==> config.mk <==
export PLATFORM = sky130hd
export DESIGN_NAME = day_2_repeat_scan
export DESIGN_NICKNAME = d
export VERILOG_FILES = /design/src/rtl/day_2_repeat_scan.sv
export SDC_FILE = /design/constraint.sdc
export NUM_CORES = 2
export LEC_CHECK = 0
export ABC_AREA = 1
export BUFFER_PORTS_ARGS = -buffer_cell sky130_fd_sc_hd__buf_2
export CAP_MARGIN = 0
export CORE_UTILIZATION = 45
export DETAILED_ROUTE_END_ITERATION = 12
export PLACE_DENSITY = 0.61
export SKIP_LAST_GASP = 1
export SLEW_MARGIN = 20
export SYNTH_ARGS = -nofsm -noshare
export SYNTH_HDL_FRONTEND = slang
export SYNTH_SLANG_ARGS = --single-unit
==> constraint.sdc <==
create_clock -name clk -period 13.7 [get_ports clk]
set_clock_uncertainty 0.2 [all_clocks]
set_input_delay 1.37 -clock clk [delete_from_list [all_inputs] [get_ports clk]]
set_output_delay 1.37 -clock clk [all_outputs]
set_load 0.005 [all_outputs]
==> src/rtl/day_2_repeat_scan.sv <==
// Streaming repeated-digit ID scanner: sums and counts IDs in inclusive ranges whose
// decimal form is two copies (mode 0) or two-or-more copies (mode 1) of a digit block.
module day_2_repeat_scan #(
  parameter int W          = 64,
  parameter int MAX_DIGITS = 20
) (
  input  logic         clk,
  input  logic         rst,
  input  logic         start,
  input  logic         mode,
  input  logic         in_valid,
  output logic         in_ready,
  input  logic [W-1:0] in_lo,
  input  logic [W-1:0] in_hi,
  input  logic         in_last,
  output logic         busy,
  output logic         finished,
  output logic [W-1:0] result,
  output logic [W-1:0] match_count
);

  localparam int DW = 4 * MAX_DIGITS;
  localparam int NW = $clog2(MAX_DIGITS + 1);
  localparam int BW = (W > 1) ? $clog2(W) : 1;

  localparam logic [2:0] S_IDLE    = 3'd0;
  localparam logic [2:0] S_ACCEPT  = 3'd1;
  localparam logic [2:0] S_CONVERT = 3'd2;
  localparam logic [2:0] S_SCAN    = 3'd3;
  localparam logic [2:0] S_DONE    = 3'd4;

  logic [2:0]    state_r;
  logic [2:0]    state_n_s;
  logic          mode_r;
  logic          last_r;
  logic [W-1:0]  hi_r;
  logic [W-1:0]  cand_r;
  logic [W-1:0]  shift_r;
  logic [W-1:0]  acc_r;
  logic [W-1:0]  cnt_r;
  logic [DW-1:0] digits_r;
  logic [NW-1:0] ndig_r;
  logic [BW-1:0] bitcnt_r;

  logic          match_s;
  logic [W-1:0]  acc_next_s;
  logic [W-1:0]  cnt_next_s;
  logic [DW-1:0] dd_adj_s;
  logic [DW-1:0] dd_next_s;
  logic [DW-1:0] bcd_inc_s;

  // Significant digit count; an all-zero image still counts as one digit.
  function automatic logic [NW-1:0] digit_count(input logic [DW-1:0] d);
    logic [NW-1:0] n;
    n = NW'(1);
    for (int i = 1; i < MAX_DIGITS; i++) begin
      n = (d[4*i +: 4] != 4'd0) ? NW'(i + 1) : n;
    end
    return n;
  endfunction

  function automatic logic period_ok(input logic [DW-1:0] d, input int n, input int p);
    logic ok;
    ok = 1'b1;
    for (int j = p; j < n; j++) begin
      ok = ok & (d[4*j +: 4] == d[4*(j-p) +: 4]);
    end
    return ok;
  endfunction

  // n and every p are elaboration constants at each call site, so the modulo folds away.
  function automatic logic rule_ok(input logic [DW-1:0] d, input int n, input logic m);
    logic ok;
    ok = 1'b0;
    if (m == 1'b0) begin
      ok = ((n % 2) == 0) && period_ok(d, n, n / 2);
    end else begin
      for (int p = 1; p < n; p++) begin
        ok = ok | (((n % p) == 0) && period_ok(d, n, p));
      end
    end
    return ok;
  endfunction

  // Repetition rule for the current candidate, selected by its digit count.
  always_comb begin
    match_s = 1'b0;
    for (int n = 2; n <= MAX_DIGITS; n++) begin
      match_s = match_s | ((ndig_r == NW'(n)) && rule_ok(digits_r, n, mode_r));
    end
    acc_next_s = acc_r + (match_s ? cand_r : {W{1'b0}});
    cnt_next_s = cnt_r + {{(W-1){1'b0}}, match_s};
  end

  // Double-dabble step and BCD +1 with ripple carry.
  always_comb begin
    logic carry_v;
    logic [3:0] d_v;
    carry_v   = 1'b1;
    dd_adj_s  = '0;
    bcd_inc_s = '0;
    for (int i = 0; i < MAX_DIGITS; i++) begin
      d_v                 = digits_r[4*i +: 4];
      dd_adj_s[4*i +: 4]  = (d_v >= 4'd5) ? d_v + 4'd3 : d_v;
      bcd_inc_s[4*i +: 4] = carry_v ? ((d_v == 4'd9) ? 4'd0 : d_v + 4'd1) : d_v;
      carry_v             = carry_v & (d_v == 4'd9);
    end
    dd_next_s = DW'({dd_adj_s, shift_r[W-1]});
  end

  // Next-state decode.
  always_comb begin
    state_n_s = state_r;
    case (state_r)
      S_IDLE, S_DONE: state_n_s = start ? S_ACCEPT : state_r;
      S_ACCEPT: begin
        if (in_valid) begin
          state_n_s = (in_lo > in_hi) ? (in_last ? S_DONE : S_ACCEPT) : S_CONVERT;
        end else begin
          state_n_s = S_ACCEPT;
        end
      end
      S_CONVERT: state_n_s = (bitcnt_r == BW'(W - 1)) ? S_SCAN : S_CONVERT;
      S_SCAN:    state_n_s = (cand_r == hi_r) ? (last_r ? S_DONE : S_ACCEPT) : S_SCAN;
      default:   state_n_s = S_IDLE;
    endcase
  end

  // Datapath, state and registered status/result outputs.
  always_ff @(posedge clk or negedge rst) begin
    if (!rst) begin
      state_r     <= S_IDLE;
      mode_r      <= 1'b0;
      last_r      <= 1'b0;
      hi_r        <= '0;
      cand_r      <= '0;
      shift_r     <= '0;
      acc_r       <= '0;
      cnt_r       <= '0;
      digits_r    <= '0;
      ndig_r      <= NW'(1);
      bitcnt_r    <= '0;
      in_ready    <= 1'b0;
      busy        <= 1'b0;
      finished    <= 1'b0;
      result      <= '0;
      match_count <= '0;
    end else begin
      state_r  <= state_n_s;
      in_ready <= (state_n_s == S_ACCEPT);
      busy     <= (state_n_s != S_IDLE) && (state_n_s != S_DONE);
      finished <= (state_n_s == S_DONE);
      case (state_r)
        S_IDLE, S_DONE: begin
          if (start) begin
            acc_r       <= '0;
            cnt_r       <= '0;
            mode_r      <= mode;
            result      <= '0;
            match_count <= '0;
          end
        end
        S_ACCEPT: begin
          if (in_valid) begin
            hi_r     <= in_hi;
            last_r   <= in_last;
            cand_r   <= in_lo;
            shift_r  <= in_lo;
            digits_r <= '0;
            bitcnt_r <= '0;
            if ((in_lo > in_hi) && in_last) begin
              result      <= acc_r;
              match_count <= cnt_r;
            end
          end
        end
        S_CONVERT: begin
          shift_r  <= shift_r << 1;
          digits_r <= dd_next_s;
          bitcnt_r <= bitcnt_r + BW'(1);
          if (bitcnt_r == BW'(W - 1)) begin
            ndig_r <= digit_count(dd_next_s);
          end
        end
        S_SCAN: begin
          acc_r <= acc_next_s;
          cnt_r <= cnt_next_s;
          // Stop on equality so hi = all-ones never reaches the incrementer.
          if (cand_r == hi_r) begin
            if (last_r) begin
              result      <= acc_next_s;
              match_count <= cnt_next_s;
            end
          end else begin
            cand_r   <= cand_r + {{(W-1){1'b0}}, 1'b1};
            digits_r <= bcd_inc_s;
            ndig_r   <= digit_count(bcd_inc_s);
          end
        end
        default: state_r <= S_IDLE;
      endcase
    end
  end

endmodule

== After elaboration in Yosys (flattened, before gate mapping) ==
Index checks and enable logic that the tools add are counted.

* Flip-flop bits (word level): 547
* Input bits: 134
* Output and inout bits: 131
* Word-level logic and storage cells: 674

* $add $sub $neg: 44
* Magnitude comparators: 21
* Eq/ne operators: 184
* Multiplexer cells: 150
* Bitwise logic cells: 182
* Reduce and logical (&&, ||, !) cells: 77

{| class="wikitable"
|+ Operators by type and width
! cell !! count
|-
| 64-bit two-way mux || 12
|-
| 4-bit == test || 129
|-
| 64-bit case mux with 2 select lines || 4
|-
| 64-bit case mux with 3 select lines || 2
|-
| 80-bit case mux with 3 select lines || 1
|-
| 4-bit two-way mux || 58
|-
| 5-bit two-way mux || 38
|-
| 80-bit two-way mux || 2
|-
| 4-bit nonzero test || 38
|-
| 1-bit bitwise AND || 137
|-
| 4-bit by 1-bit adder with 4-bit output (second input constant) || 20
|-
| 4-bit == test (second input constant) || 20
|-
| 4-bit by 3-bit >= comparator with 1-bit output (second input constant) || 20
|-
| 4-bit by 2-bit adder with 4-bit output (second input constant) || 19
|-
| 64-bit by 1-bit adder with 64-bit output || 1
|-
| 64-bit by 1-bit adder with 64-bit output (second input constant) || 1
|-
| 64-bit adder || 1
|-
| 64-bit == test || 1
|-
| 64-bit > comparator || 1
|-
| 1-bit OR || 45
|-
| 5-bit by 4-bit == test with 1-bit output (second input constant) || 8
|-
| 5-bit == test (second input constant) || 5
|-
| 3-bit two-way mux || 8
|-
| 1-bit logical AND || 21
|-
| other kinds (24) || 66
|}

== Depth between registers and ports, before layout ==
* Depth after elaboration: 31
* Depth in mapped cells: 46
* Mapped depth without buffers: 43

== Worst setup path before layout ==
No wires, ideal clock.

* Kind: reg-to-reg
* From: register digits_r[38]
* To: register cnt_r[40]
* Library setup time: 0.134 ns
* Arrival: 5.393 ns
* Required time: 13.366 ns
* Slack: 7.973 ns
* Stages on the path, launching flop included: 37
* Buffers on the path: 5
* Clock period less this slack: 5.727 ns
* Path through: dfrtp_1 clkbuf_1 buf_1 clkbuf_1 xor2_1 nor4_1 nand3_1 nor2_1 nand4_1 nor4_1 nor2_1 nand4_1 clkbuf_1 clkbuf_1 ha_1 ha_1 nand2_1 nor2_1 nand2_1 nor2_1 nand3_1 nor2_1 nand3_1 nor2_1 nand3_1 nor2_1 nand2_1 nor2_1 nand4_1 nor3_1 nand2_1 nor2_1 nand2_1 nor2_1 a21oi_1 o21ai_0 o21ai_0

* Word-level cells in the longest chain between the ends: 21
* Elaborated cells on any way between the ends: 155
* Classes of those cells: add/sub (1); eq/ne (16); mux (12); bitwise (115); reduce/logical (11)

{| class="wikitable"
|+ Ends and longest elaborated chain
! what !! RTL line !! source
|-
| start, declared || 41 || <nowiki>logic [DW-1:0] digits_r;</nowiki>
|-
| start signal, assigned || 179 || <nowiki>digits_r <= dd_next_s;</nowiki>
|-
| start signal, assigned || 196 || <nowiki>digits_r <= bcd_inc_s;</nowiki>
|-
| 4-bit == test || 66 || <nowiki>ok = ok & (d[4*j +: 4] == d[4*(j-p) +: 4]);</nowiki>
|-
| 1-bit bitwise AND (2 in series) || 66 ||
|-
| 1-bit bitwise AND, on equally long branches || n/a ||
|-
| 1-bit OR (tied with other cells) (3 in series) || 79 || <nowiki>ok = ok | (((n % p) == 0) && period_ok(d, n, p));</nowiki>
|-
| 1-bit OR or 1-bit bitwise AND (tied branches) || 79, 66 ||
|-
| 1-bit two-way mux (tied with other cells) || 75 || <nowiki>if (m == 1'b0) begin</nowiki>
|-
| 1-bit logical AND or 1-bit bitwise AND (tied branches) || 89, 66 ||
|-
| 1-bit OR (tied with other cells) (2 in series) || 89 || <nowiki>match_s = match_s | ((ndig_r == NW'(n)) && rule_ok(digits_r, n, mode_r));</nowiki>
|-
| 1-bit OR, on equally long branches (2 in series) || 89, 79 ||
|-
| 1-bit OR (tied with other cells) (2 in series) || 89 ||
|-
| 1-bit OR or 1-bit two-way mux (tied branches) || 89, 75 ||
|-
| 1-bit OR or 1-bit logical AND (tied branches) || 89 ||
|-
| 1-bit OR (*) || 89 ||
|-
| 64-bit by 1-bit adder with 64-bit output (*) || 92 || <nowiki>cnt_next_s = cnt_r + {{(W-1){1'b0}}, match_s};</nowiki>
|-
| 64-bit case mux with 2 select lines (*) || 153 || <nowiki>case (state_r)</nowiki>
|-
| end signal, assigned || 187 || <nowiki>cnt_r <= cnt_next_s;</nowiki>
|-
| end, declared || 40 || <nowiki>logic [W-1:0] cnt_r;</nowiki>
|}

Mark *: on every way between the ends. The rest lies on a longest branch, timed or not.
A chain may end at the register's enable or synchronous reset.

== Final worst setup path ==
* From: register digits_r[7]
* To: register result[45]

* Word-level cells in the longest chain between the ends: 31
* Elaborated cells on any way between the ends: 217
* Classes of those cells: add/sub (1); eq/ne (11); mux (22); bitwise (164); reduce/logical (19)

{| class="wikitable"
|+ Ends and longest elaborated chain
! what !! RTL line !! source
|-
| 4-bit == test || 66 ||
|-
| 1-bit bitwise AND (10 in series) || 66 ||
|-
| 1-bit OR or 1-bit bitwise AND (tied branches) (4 in series) || 79, 66 ||
|-
| 1-bit two-way mux or 1-bit bitwise AND (tied branches) || 75, 66 ||
|-
| 1-bit logical AND or 1-bit bitwise AND (tied branches) || 89, 66 ||
|-
| 1-bit OR (tied with other cells) (2 in series) || 89 ||
|-
| 1-bit OR, on equally long branches (2 in series) || 89, 79 ||
|-
| 1-bit OR (tied with other cells) (2 in series) || 89 ||
|-
| 1-bit OR or 1-bit two-way mux (tied branches) || 89, 75 ||
|-
| 1-bit OR or 1-bit logical AND (tied branches) || 89 ||
|-
| 1-bit OR (*) || 89 ||
|-
| 64-bit two-way mux (*) || 91 || <nowiki>acc_next_s = acc_r + (match_s ? cand_r : {W{1'b0}});</nowiki>
|-
| 64-bit adder (*) || 91 ||
|-
| 64-bit two-way mux (*) || 190 || <nowiki>if (last_r) begin</nowiki>
|-
| 64-bit two-way mux (*) || 189 || <nowiki>if (cand_r == hi_r) begin</nowiki>
|-
| 64-bit case mux with 3 select lines (*) || 153 ||
|-
| end signal, assigned || 172 || <nowiki>result <= acc_r;</nowiki>
|-
| end signal, assigned || 191 || <nowiki>result <= acc_next_s;</nowiki>
|-
| end, declared || 18 || <nowiki>output logic [W-1:0] result,</nowiki>
|}

Mark *: on every way between the ends. The rest lies on a longest branch, timed or not. The select of a mux whose other input is x is not followed.

==> results list <==
- IR analysis of the VDD net gives a maximum drop of 136 uV.
- Summed over all failing endpoints, the final setup total negative slack is 0 ns.
- Crit path buffers/inverters: 4
- After global routing the overflow that remains totals 0.
* Cell area after layout: 48000 sq um
- Of the cells placed in the final design, the portion with a size suffix greater than 1 is 0.0795.
* FILL cells: 9778
- Final weighted congestion in routability-driven placement: 1.01
- Summing all flip-flop and latch instances after layout gives 13700 sq um.
- Quantity of gates resized following cts: 0
- Routed Antenna Nets: 0
- Post CTS Setup Buffer Count: 0
- DIE HEIGHT: 313 um
- After synthesis, the share of flip-flops with an asynchronous set or reset is 1.00.
- The die is 313 um wide.
- Post-synthesis instance area: 43600 sq um
- Clock-pin slew of the registers on the worst-case setup and hold paths: 0.06 ns
- Number of vias after detailed routing: 45200
- The number of global-route vias before repair came to 43100.
* Final wirelength: 171000 um
* Max Clock Freq: 0.126 GHz
- CP Capture Type: register
- The worst hold path was traced through 2 stages.
* Post-Synthesis Cells: 6407
- Synthesized flop and latch total: 547
- Clock root buffer master: sky130_fd_sc_hd__clkbuf_16
- Pre-Repair DR Iteration Count: 8
- Count of endpoints failing setup in the final report: 0
* CTS buffer count: 68
* Critical path class: reg2reg
- The path class of the tightest hold or removal check is reg2reg.
- Hold buffer count at CTS: 0
* Fraction of the yosys area taken by sequential cells: 0.314
* Cell count of the worst reg-to-reg path: 36
- The synthesized netlist contains 61 unique library cells.
* Synth-to-layout area growth: 10.2%
- Slowest cell on the critical path: sky130_fd_sc_hd__dfrtp_1
- Count of H-tree levels built during CTS: 3
* Post-layout power: 11400 uW
* Worst-Margin Slew: 1.09 ns
* Average vias per placed instance: 5.82
* Setup repair after global routing missed its margin: no
- Sink Count: 547
* Startpoint type of the worst setup path: register
* Crit-path leading delay family: simple AND/OR/NAND/NOR gates
- Maximum cell stage delay along the critical path: 0.82 ns
- For the worst setup path, the data required time is 14.07 ns.
- Largest buffer count on any clock path: 3
- EDFF count, synth: 0
* Die area: 98100 sq um
- The detailed router finished its first iteration with 4572 violations.
- During placement, the flow inserted port buffers numbering 264.
- Maximum Capacitance Violations: 0
- Counting every net in the synthesized netlist gives 6740.
- Pin placement for this block handled 265 I/O pins.
- Worst setup slack after placement: 5.97 ns
- After detailed routing, the number of remaining DRC violations is 0.
- Power spread over the standard cell area amounts to 237 nW/um^2.
- The first global-routing pass estimated 261000 um of wire.
* Average size of a mapped cell: 6.80 sq um
* Insertion delay to the later sink of the worst-skew pair: 0.66 ns
- CP dominant cell by count: sky130_fd_sc_hd__nand2_1
* Final Cycle Share: 0.579
* Critical path depth: 36
- TritonCTS built the clock tree.
- Entering global routing, the biggest net connects 156 pins.
- The flow ran to the end, and the final reports show no timing, DRC or antenna violations.
- Number of hold-slack violations in the final timing report: 0
- Final critical delay including setup and external delays: 7.93 ns
- For this run, the post-layout net count is 6789.
- In this run the static leakage power is 0.0238 uW.
* Share of the core filled with cells: 0.503
- In the global route stage, overall resource usage came out at 0.344.
- In this run the core area contains 113 standard-cell rows.
- In this run the cell area measured after placement is 45700 sq um.
- The initial antenna violation count came to 1.
- Combined area of the multi-input logic cells: 25600 sq um
- Warnings, synthesis: 0
* Worst rel slew slack: 0.277
- Summed over all nets, the half-perimeter wirelength after detailed placement is 123000 um.
* Predominant post-synthesis flop cell: sky130_fd_sc_hd__dfrtp_1
- The number of pins exceeding their max-slew limit in the final report is 0.
- Core outline area: 95400 sq um
- Crit-path max FO: 66
* WP data arrival: 8.30 ns
* Effective utilization at floorplan: 0.456
- The worst path meets setup with 5.77 ns of slack.
- After detailed routing, the average wire length per cell comes to 22.1 um.
-- final timing paths --
check	from	to	slack (ns)
max	digits_r[7]	result[45]	5.77
min	shift_r[62]	shift_r[63]	0.28
max reg2reg	digits_r[7]	result[45]	5.77
min reg2reg	shift_r[62]	shift_r[63]	0.28
max in group asynchronous	rst	result[52]	10.61
min in group asynchronous	rst	digits_r[14]	0.51
-- cell usage after synthesis, types with 6 or more instances --
library cell,number,share of area
sky130_fd_sc_hd__inv_2,11,0.00095
sky130_fd_sc_hd__xnor2_1,114,0.023
sky130_fd_sc_hd__o21ai_0,522,0.060
sky130_fd_sc_hd__nand2_1,1306,0.11
sky130_fd_sc_hd__a31oi_1,94,0.013
sky130_fd_sc_hd__clkinv_1,20,0.0017
sky130_fd_sc_hd__nor3_1,118,0.014
sky130_fd_sc_hd__nand4_1,170,0.024
sky130_fd_sc_hd__dfrtp_1,546,0.31
sky130_fd_sc_hd__a2bb2oi_1,7,0.0014
sky130_fd_sc_hd__nand2_4,7,0.0018
sky130_fd_sc_hd__o2111ai_1,7,0.0014
sky130_fd_sc_hd__nand3_1,290,0.033
sky130_fd_sc_hd__buf_1,72,0.0062
sky130_fd_sc_hd__nor2_1,664,0.057
sky130_fd_sc_hd__o221ai_1,6,0.0012
sky130_fd_sc_hd__clkbuf_1,269,0.023
sky130_fd_sc_hd__buf_2,9,0.0010
sky130_fd_sc_hd__o21a_1,7,0.0012
sky130_fd_sc_hd__nor4_1,119,0.017
sky130_fd_sc_hd__inv_1,747,0.064
sky130_fd_sc_hd__a22oi_1,53,0.0091
sky130_fd_sc_hd__o22ai_1,91,0.013
sky130_fd_sc_hd__xor2_1,273,0.055
sky130_fd_sc_hd__nor2_8,7,0.0032
sky130_fd_sc_hd__a221oi_1,41,0.0082
sky130_fd_sc_hd__ha_1,198,0.057
sky130_fd_sc_hd__o211ai_1,17,0.0029
sky130_fd_sc_hd__a21oi_1,504,0.058
sky130_fd_sc_hd__o21bai_1,7,0.0012
sky130_fd_sc_hd__a211oi_1,15,0.0026
sky130_fd_sc_hd__o21ai_1,8,0.00092
sky130_fd_sc_hd__or2_2,33,0.0047
-- tightest hold or removal path: stages (launching register included) --
cell and delay (ns):
sky130_fd_sc_hd__dfrtp_1 0.34, sky130_fd_sc_hd__nand2_1 0.05, sky130_fd_sc_hd__o221ai_1 0.05
-- sequential cells by signal, indices dropped and copies added, names as in the netlist, 64 cells and up --
register and flops:
cnt_r 64, hi_r 64, acc_r 64, digits_r 80, match_count 64, result 64, cand_r 64, shift_r 64
-- through the flow --
stage | std cells | hold slack (ns)
after floorplan | 6407 | 0.253
after global placement | 7651 | 0.269
after detailed placement | 7651 | 0.273
after CTS | 7770 | 0.287
after global routing | 7770 | 0.305
final | 7771 | 0.285
-- area by class of cell --
| type | instances | area share |
|---|---|---|
| timing repair buffer | 331 | 0.0393 |
| antenna | 1 | 0.0000521 |
| clock buffer | 89 | 0.0384 |
| clock inverter | 30 | 0.00860 |
| inverter | 780 | 0.0615 |
| sequential | 547 | 0.285 |
| tap | 1265 | 0.0330 |
| multi-input combinational | 4728 | 0.534 |
-- cells by family (layout without fill, tap and decap cells) --
group	after synthesis	after routing	synth area share
other cells	0	1	0
fa+ha+maj	199	199	0.0573
mux	1	1	0.000230
compound gates	1398	1398	0.178
buf+inv	1132	1230	0.0984
simple gates	2743	2743	0.274
flops	547	547	0.314
xor+xnor	387	387	0.0778
-- where the power goes --
group	internal, uW	leakage, uW	total (uW)	switching, uW
combinational	1980	0.0158	6230	4250
sequential	2360	0.00685	3270	910
clock	1120	0.00109	1890	770
-- cells in the final DEF, fill, tap and decap left out, drive strengths merged, types with 9 or more instances in the layout --
master | synthesis | final
ha | 198 | 198
buf | 83 | 331
nor3 | 118 | 118
clkbuf | 269 | 89
o22ai | 91 | 91
nand4 | 170 | 170
dfrtp | 546 | 546
clkinv | 22 | 36
or2 | 33 | 33
a211oi | 15 | 15
o21ai | 530 | 530
bufinv | 0 | 9
xor2 | 273 | 273
nor2 | 675 | 675
nand3 | 294 | 294
inv | 758 | 759
nor4 | 119 | 119
a221oi | 41 | 41
nand2 | 1315 | 1315
o211ai | 17 | 17
a22oi | 53 | 53
xnor2 | 114 | 114
a21oi | 504 | 504
a31oi | 94 | 94
-- per-layer routing --
metal  vias to the layer above  GRT usage  wire length, um
li1                      21400          -                -
met1                     21500      0.439            69900
met2                      1923      0.563            79600
met3                       420     0.0568            13300
met4                         2      0.167             8580
met5                         -          0               13
No activity file was read; power rests on OpenSTA's default activity.
